==> src/rtl/cp0_regfile_if.sv <==
// CP0 register file bus.
// Carries the write-back CP0 write request, the mfc0 read port, the committed
// exception from the memory stage, external interrupt lines and the
// architectural register views returned to the memory stage.
//   master : pipeline side, drives the requests and consumes the register views
//   slave  : CP0 side, consumes the requests and drives the register views
interface cp0_regfile_if;
  logic        we_i;
  logic [4:0]  waddr_i;
  logic [4:0]  raddr_i;
  logic [31:0] data_i;
  logic [5:0]  int_i;
  logic [31:0] excepttype_i;
  logic [31:0] cur_inst_addr_i;
  logic        is_in_delayslot_i;
  logic [31:0] data_o;
  logic [31:0] count_o;
  logic [31:0] compare_o;
  logic [31:0] status_o;
  logic [31:0] cause_o;
  logic [31:0] epc_o;
  logic [31:0] config_o;
  logic [31:0] prid_o;
  logic        timer_int_o;

  modport master (
    output we_i, waddr_i, raddr_i, data_i, int_i,
    output excepttype_i, cur_inst_addr_i, is_in_delayslot_i,
    input  data_o, count_o, compare_o, status_o, cause_o, epc_o, config_o, prid_o,
    input  timer_int_o
  );

  modport slave (
    input  we_i, waddr_i, raddr_i, data_i, int_i,
    input  excepttype_i, cur_inst_addr_i, is_in_delayslot_i,
    output data_o, count_o, compare_o, status_o, cause_o, epc_o, config_o, prid_o,
    output timer_int_o
  );
endinterface

==> src/rtl/cp0_regfile.sv <==
// Coprocessor-0 register file.
// Holds Count/Compare/Status/Cause/EPC, the read-only PRId/Config, and the
// Count/Compare timer interrupt. Software writes come from write-back; the
// committed exception from the memory stage is applied on the same edge and
// overrides any overlapping software-written field.
// Ports:
//   clk  : clock, all state updates on rising edge
//   rst  : synchronous active-high reset
//   bus  : cp0_regfile_if slave (write/read ports, exception info, register views)
module cp0_regfile #(
  parameter logic [31:0] PRID_VALUE   = 32'h00480102,
  parameter logic [31:0] CONFIG_RESET = 32'h00008000
) (
  input  logic          clk,
  input  logic          rst,
  cp0_regfile_if.slave  bus
);

  localparam logic [4:0] RegCount   = 5'd9;
  localparam logic [4:0] RegCompare = 5'd11;
  localparam logic [4:0] RegStatus  = 5'd12;
  localparam logic [4:0] RegCause   = 5'd13;
  localparam logic [4:0] RegEpc     = 5'd14;
  localparam logic [4:0] RegPrid    = 5'd15;
  localparam logic [4:0] RegConfig  = 5'd16;

  localparam logic [31:0] StatusReset = 32'h10000000;

  logic [31:0] count_q, count_d;
  logic [31:0] compare_q, compare_d;
  logic [31:0] status_q, status_d;
  logic [31:0] cause_q, cause_d;
  logic [31:0] epc_q, epc_d;
  logic        timer_int_q, timer_int_d;

  logic        exc_take;
  logic [4:0]  exc_code;
  logic        exc_eret;

  // Decode committed exception into ExcCode.
  always_comb begin
    exc_take = 1'b0;
    exc_code = 5'd0;
    exc_eret = 1'b0;
    case (bus.excepttype_i)
      32'h0000_0001: begin exc_take = 1'b1; exc_code = 5'd0;  end
      32'h0000_0008: begin exc_take = 1'b1; exc_code = 5'd8;  end
      32'h0000_000a: begin exc_take = 1'b1; exc_code = 5'd10; end
      32'h0000_000d: begin exc_take = 1'b1; exc_code = 5'd13; end
      32'h0000_000c: begin exc_take = 1'b1; exc_code = 5'd12; end
      32'h0000_000e: exc_eret = 1'b1;
      default: ;
    endcase
  end

  always_comb begin
    count_d     = count_q + 32'd1;
    compare_d   = compare_q;
    status_d    = status_q;
    cause_d     = cause_q;
    epc_d       = epc_q;
    timer_int_d = timer_int_q;

    // Match uses the pre-increment Count; Compare of zero disables the timer.
    if ((compare_q != 32'd0) && (count_q == compare_q)) begin
      timer_int_d = 1'b1;
    end

    // Hardware interrupt lines are resampled every cycle.
    cause_d[15:10] = bus.int_i;

    if (bus.we_i) begin
      case (bus.waddr_i)
        RegCount:   count_d = bus.data_i;
        RegCompare: begin
          compare_d   = bus.data_i;
          timer_int_d = 1'b0;  // clear beats a same-cycle match
        end
        RegStatus:  status_d = bus.data_i;
        RegCause: begin
          cause_d[9:8]  = bus.data_i[9:8];
          cause_d[23:22] = bus.data_i[23:22];
        end
        RegEpc:     epc_d = bus.data_i;
        default: ;
      endcase
    end

    // Exception commit after the software write so it wins on overlap.
    if (exc_take) begin
      if (!status_q[1]) begin
        epc_d      = bus.is_in_delayslot_i ? (bus.cur_inst_addr_i - 32'd4)
                                           : bus.cur_inst_addr_i;
        cause_d[31] = bus.is_in_delayslot_i;
      end
      status_d[1]   = 1'b1;
      cause_d[6:2]  = exc_code;
    end else if (exc_eret) begin
      status_d[1] = 1'b0;
    end
  end

  always_ff @(posedge clk) begin
    if (rst) begin
      count_q     <= 32'd0;
      compare_q   <= 32'd0;
      status_q    <= StatusReset;
      cause_q     <= 32'd0;
      epc_q       <= 32'd0;
      timer_int_q <= 1'b0;
    end else begin
      count_q     <= count_d;
      compare_q   <= compare_d;
      status_q    <= status_d;
      cause_q     <= cause_d;
      epc_q       <= epc_d;
      timer_int_q <= timer_int_d;
    end
  end

  // No write bypass: the memory stage forwards write-back data itself.
  always_comb begin
    case (bus.raddr_i)
      RegCount:   bus.data_o = count_q;
      RegCompare: bus.data_o = compare_q;
      RegStatus:  bus.data_o = status_q;
      RegCause:   bus.data_o = cause_q;
      RegEpc:     bus.data_o = epc_q;
      RegPrid:    bus.data_o = PRID_VALUE;
      RegConfig:  bus.data_o = CONFIG_RESET;
      default:    bus.data_o = 32'd0;
    endcase
  end

  assign bus.count_o     = count_q;
  assign bus.compare_o   = compare_q;
  assign bus.status_o    = status_q;
  assign bus.cause_o     = cause_q;
  assign bus.epc_o       = epc_q;
  assign bus.config_o    = CONFIG_RESET;
  assign bus.prid_o      = PRID_VALUE;
  assign bus.timer_int_o = timer_int_q;

endmodule

==> src/flat_wrapper.sv <==
// flat-port wrapper written by rule: the top's interface ports become plain ports
module cp0_regfile_flat 
#(
  parameter logic [31:0] PRID_VALUE   = 32'h00480102,
  parameter logic [31:0] CONFIG_RESET = 32'h00008000
)
  (clk, rst, bus_we_i, bus_waddr_i, bus_raddr_i, bus_data_i, bus_int_i, bus_excepttype_i, bus_cur_inst_addr_i, bus_is_in_delayslot_i, bus_data_o, bus_count_o, bus_compare_o, bus_status_o, bus_cause_o, bus_epc_o, bus_config_o, bus_prid_o, bus_timer_int_o);
  cp0_regfile_if bus_i ();
  input  logic clk;
  input  logic rst;
  input wire logic [$bits(bus_i.we_i)-1:0] bus_we_i;
  input wire logic [$bits(bus_i.waddr_i)-1:0] bus_waddr_i;
  input wire logic [$bits(bus_i.raddr_i)-1:0] bus_raddr_i;
  input wire logic [$bits(bus_i.data_i)-1:0] bus_data_i;
  input wire logic [$bits(bus_i.int_i)-1:0] bus_int_i;
  input wire logic [$bits(bus_i.excepttype_i)-1:0] bus_excepttype_i;
  input wire logic [$bits(bus_i.cur_inst_addr_i)-1:0] bus_cur_inst_addr_i;
  input wire logic [$bits(bus_i.is_in_delayslot_i)-1:0] bus_is_in_delayslot_i;
  output wire logic [$bits(bus_i.data_o)-1:0] bus_data_o;
  output wire logic [$bits(bus_i.count_o)-1:0] bus_count_o;
  output wire logic [$bits(bus_i.compare_o)-1:0] bus_compare_o;
  output wire logic [$bits(bus_i.status_o)-1:0] bus_status_o;
  output wire logic [$bits(bus_i.cause_o)-1:0] bus_cause_o;
  output wire logic [$bits(bus_i.epc_o)-1:0] bus_epc_o;
  output wire logic [$bits(bus_i.config_o)-1:0] bus_config_o;
  output wire logic [$bits(bus_i.prid_o)-1:0] bus_prid_o;
  output wire logic [$bits(bus_i.timer_int_o)-1:0] bus_timer_int_o;
  assign bus_i.we_i = bus_we_i;
  assign bus_i.waddr_i = bus_waddr_i;
  assign bus_i.raddr_i = bus_raddr_i;
  assign bus_i.data_i = bus_data_i;
  assign bus_i.int_i = bus_int_i;
  assign bus_i.excepttype_i = bus_excepttype_i;
  assign bus_i.cur_inst_addr_i = bus_cur_inst_addr_i;
  assign bus_i.is_in_delayslot_i = bus_is_in_delayslot_i;
  assign bus_data_o = bus_i.data_o;
  assign bus_count_o = bus_i.count_o;
  assign bus_compare_o = bus_i.compare_o;
  assign bus_status_o = bus_i.status_o;
  assign bus_cause_o = bus_i.cause_o;
  assign bus_epc_o = bus_i.epc_o;
  assign bus_config_o = bus_i.config_o;
  assign bus_prid_o = bus_i.prid_o;
  assign bus_timer_int_o = bus_i.timer_int_o;
  cp0_regfile #(.PRID_VALUE(PRID_VALUE), .CONFIG_RESET(CONFIG_RESET)) u_core (.clk(clk), .rst(rst), .bus(bus_i));
endmodule
==> config.mk <==
export PLATFORM = sky130hd
export DESIGN_NAME = cp0_regfile_flat
export DESIGN_NICKNAME = d
export VERILOG_FILES = /design/src/rtl/cp0_regfile_if.sv /design/src/rtl/cp0_regfile.sv /design/src/flat_wrapper.sv
export SDC_FILE = /design/constraint.sdc
export NUM_CORES = 1
export LEC_CHECK = 0
export BUFFER_PORTS_ARGS = -buffer_cell sky130_fd_sc_hd__buf_4
export CAP_MARGIN = 15
export CORE_AREA = 2 2 147 149
export CTS_BUF_LIST = sky130_fd_sc_hd__clkbuf_8
export DETAILED_ROUTE_END_ITERATION = 12
export DIE_AREA = 0 0 149 151
export GPL_TIMING_DRIVEN = 0
export PLACE_DENSITY = 0.69
export SLEW_MARGIN = 20
export SYNTH_ARGS = -nofsm -noshare
export SYNTH_HDL_FRONTEND = slang
export SYNTH_SLANG_ARGS = --single-unit
==> constraint.sdc <==
create_clock -name clk -period 2.5 [get_ports clk]
set_input_delay 0.5 -clock clk [delete_from_list [all_inputs] [get_ports clk]]
set_output_delay 0.5 -clock clk [all_outputs]
set_load 0.01 [all_outputs]
After elaboration in Yosys (flattened, before gate mapping)
Index checks and enable logic that the tools add are counted.
Widths: inputs -> output; s select.
{"block": "totals", "regBits": 145, "out_inout_bits": 257}
{"block": "op_classes", "eq_ne": 19, "bitwise": 1, "add_sub_neg": 2, "reduce_logical": 10, "muxes": 18}
{"cell": "$mux 32", "count": 7}
{"cell": "$pmux 32 s7", "count": 1}
{"cell": "$eq 32x4->1 const B", "count": 5}
{"cell": "$eq 5x4->1 const B", "count": 11}
{"cell": "$add 32x1->32 const B", "count": 1}
{"cell": "$eq 32x1->1 const B", "count": 1}
{"cell": "$eq 32x32->1", "count": 1}
{"cell": "$reduce_bool 32->1", "count": 1}
{"cell": "$sub 32x3->32 const B", "count": 1}
{"cell": "$pmux 4 s4", "count": 1}
{"cell": "$reduce_and 2->1", "count": 5}
{"cell": "$mux 1", "count": 7}
{"cell": "$reduce_bool 3->1", "count": 2}
{"cell": "$eq 5x5->1 const B", "count": 1}
{"cell": "$reduce_or 5->1", "count": 1}
{"cell": "$mux 2", "count": 2}
{"cell": "$logic_and 1x1->1", "count": 1}
{"cell": "$not 1->1", "count": 1}

Longest topological paths before layout
{"block": "depth", "word_depth": 5, "ltp_mapped": 8, "depth_no_buf": 7}

Least setup slack after synthesis
OpenSTA, ideal clock, no wires.
{"block": "synth_path", "path_kind": "input to output", "from": "input bus_raddr_i[1]", "to": "output bus_data_o[0]", "path_stages": 5, "setup_slack_ps": 111, "path_buffers": 3, "t_arrival_ps": 1889, "t_required_ps": 2000, "path_cell_list": "clkbuf_1 -> clkbuf_1 -> buf_1 -> mux2i_1 -> o21ai_1"}
{"block": "synth_between", "elab_chain_len": 2, "word_cells_on_any_way": 8, "classes_between": "eq/ne (7); mux (1)"}
{"element": "from (decl)", "line_no": "flat_wrapper.sv:13", "rtl": "input wire logic [$bits(bus_i.raddr_i)-1:0] bus_raddr_i;"}
{"element": "$eq 5x5->1 / $eq 5x4->1 (equally long branches)", "line_no": "cp0_regfile.sv:123", "rtl": "case (bus.raddr_i)"}
{"element": "$pmux 32 s7 *", "line_no": "cp0_regfile.sv:123"}
{"element": "to (decl)", "line_no": "flat_wrapper.sv:19", "rtl": "output wire logic [$bits(bus_i.data_o)-1:0] bus_data_o;"}
Mark *: on every way between the ends. The rest lies on a longest branch, timed or not.

Worst setup path after layout
{"block": "layout_path", "from": "input bus_raddr_i[1]", "to": "output bus_data_o[8]"}
Same word-level chain as after synthesis.

==> metrics.yaml <==
p_leak_nw: 5.06
end_kind: "output pin"
whs_path_depth: 2
final_common_cell: "buf_4"
cts.root.buffer_cell: "clkbuf_8"
ys_seq_area_frac: 0.335
synth-xor-area-share: 0.0905
pwr-share-seq: 0.475
grt_util_all_layers: 0.308
drt-initial-drc-count: 810
p_int_w: 0.00364
cts-htree-levels: 4
setup-tns-final_ps: 0
rsz0062_at_grt: "true"
cap_violations: 0
pwr_density_cell_nw_per_um2: 415
clock-sinks: 144
fillCellCount: 2017
r2r-start: "u_core.bus.count_o[18]"
syn_inst: 1057
grt_pass1_wl_um: 51400
first_pass_iters: 5
async_reset_ff_frac: 0
avgSynthCellArea_sq_um: 8.15
fmaxAchievable_mhz: 406
synth-warning-count: 0
initial_core_util: 0.414
fin_nets: 1567
worst_pin_slew_ps: 959
worstPathArrival_ps: 1960
worstSetupPathType: "in -> out"
gr-total-overflow: 0
rows: 53
path_clk_slew_ps: 70
area_growth_pct: 38.8
slew_viol_final: 0
core_sq_um: 20800
r2r_setup_slack_ps: 230
num_vias: 9260
period_minus_slack_ps: 2460
routed_via_density: 5.33
synth_top_family_by_area: "simple AND/OR/NAND/NOR gates"
clockBufferDepth: 2
fin_cells: 1737
cp_max_fo: 10
synth-simple-area-share: 0.232
synth_edf_count: 0
ys_types: 65
status: "finished, final reports clean"
io_buffer_count: 288
dp_cells: 1699
gp_congestion: 1.01
ir_drop_mv: 0.324
cts_made_buffers: 17
synth_compound_area_frac: 0.184
skew_ps: 10.4
place_ws_ps: -1000
p_sw_w: 0.00133
p_sw_frac: 0.267
min_to: "u_core.bus.cause_o[14]"
grt_pass1_vias: 8538
die_y_um: 151
r2r_end: "u_core.bus.count_o[31]"
combPwrFrac: 0.152
setup_ws_ps: 35.6
post-route-period-util: 0.986
die_w_um: 149
num_io_pins: 373
maxSlewHeadroom: 0.359
syn-cell-area_sq_um: 8610
synth_flop_cell: "dfxtp_1"
ys_ff_latch: 144
rr_worst_depth: 6
finalSetupViolCount: 0
min_from: "bus_int_i[4]"
insertion_delay_ps: 460
die-area_sq_um: 22500
power_w: 0.00497
hold_class: "in -> reg"
wl_um: 35600
drcViolationCount: 0
clkPwrFrac: 0.373
antenna_found_initial: 1
startpoint_type: "primary input"
layout-drive-gt1-share: 0.309
synth-adder-area-share: 0.00291
hold_viol: 0
tritoncts: "built"
final_cell_mix: "buf_4 (378), nand2_1 (152), dfxtp_1 (144), a211oi_1 (89), conb_1 (81)"
grt_max_degree: 17
wire_per_inst_um: 20.5
worstPathRequired_ps: 2000
synthMuxAreaShare: 0.0445
crit_start: "bus_raddr_i[1]"
finish.utilization: 0.574
hpwl_um: 28700
ant_nets: 0
==> Yosys cell counts, types with 14 or more instances <==
master	n	share of area
a211oi_1	89	0.078
a21oi_1	66	0.038
a221o_1	14	0.016
a22oi_1	15	0.013
buf_4	82	0.071
clkbuf_1	62	0.027
dfxtp_1	144	0.33
mux2i_1	36	0.042
nand2_1	153	0.067
nand4_1	17	0.012
nor2_1	68	0.030
nor2b_1	40	0.029
nor3_1	26	0.015
nor4_1	30	0.022
o21ai_1	16	0.0093
xnor2_1	59	0.060
xor2_1	30	0.031
==> critical path, cell delays in order <==
cell and delay [ps]:
clkbuf_1 170, clkbuf_4 310, buf_2 340, mux2i_1 290
o32ai_1 150, buf_4 200
==> what timing repair did <==
item	4_1_cts	5_1_grt
hold buffers	0	0
setup endpoints to repair	32	42
resized for setup	25	16
gates cloned	0	0
pin swaps	2	1
endpoints found under the hold margin	0	0
buffers inserted	6	0
==> power by group through the flow <==
stage / Sequential (W) / Clock, W / Combinational, W
after floorplan: 0.00241 / 0 / 0.000363
after global placement: 0.00241 / 0 / 0.000718
after detailed placement: 0.00241 / 0 / 0.000724
after CTS: 0.00236 / 0.00186 / 0.000735
after global routing: 0.00236 / 0.00197 / 0.000803
final: 0.00236 / 0.00185 / 0.000755
==> sequential cells by signal (all words and copies together) (netlist names) <==
name and count:
u_core.bus.cause_o 15, u_core.bus.status_o 32, u_core.bus.count_o 32, u_core.bus.compare_o 32, u_core.bus.epc_o 32, u_core.bus.timer_int_o 1
==> logic make-up after synthesis <==
family                   after synthesis
AO/OA/AOI/OAI                        230
XOR/XNOR                              89
adder cells (fa/ha/maj)                2
buffers and inverters                164
flip-flops                           144
multiplexers                          38
other                                  2
AND/OR/NAND/NOR                      388
==> stage by stage <==
stage / hold slack, ps / instance area (sq um)
finish: 252 / 12000
global route: 233 / 12000
CTS: 227 / 11900
detailed placement: 463 / 11400
global placement: 458 / 11400
floorplan: 488 / 8910
==> area by class of cell <==
cell class	instances	area [sq um]	share of cell area
inverter	9	33.8	0.00283
sequential	144	2880	0.241
clock inverter	10	95.1	0.00795
multi-input combinational	828	5140	0.430
clock buffer	21	289	0.0242
antenna	1	2.50	0.000209
tap	275	344	0.0288
buffer	155	958	0.0802
timing repair buffer	294	2210	0.185
==> per-layer routing <==
metal,track usage,vias to the layer above,part of all wire
met5,0,-,0
met4,0.124,0,0.037
met3,0.0789,71,0.10
met2,0.497,524,0.47
met1,0.394,4282,0.39
li1,-,4383,-
==> how the worst max path moves through the flow <==
stage,end,cells after the start
after floorplan,bus_data_o[0],5
after global placement,bus_data_o[0],8
after detailed placement,bus_data_o[0],8
after CTS,bus_data_o[14],6
after global routing,bus_data_o[15],9
final,bus_data_o[8],6
Power figures use the tool's default switching activity.
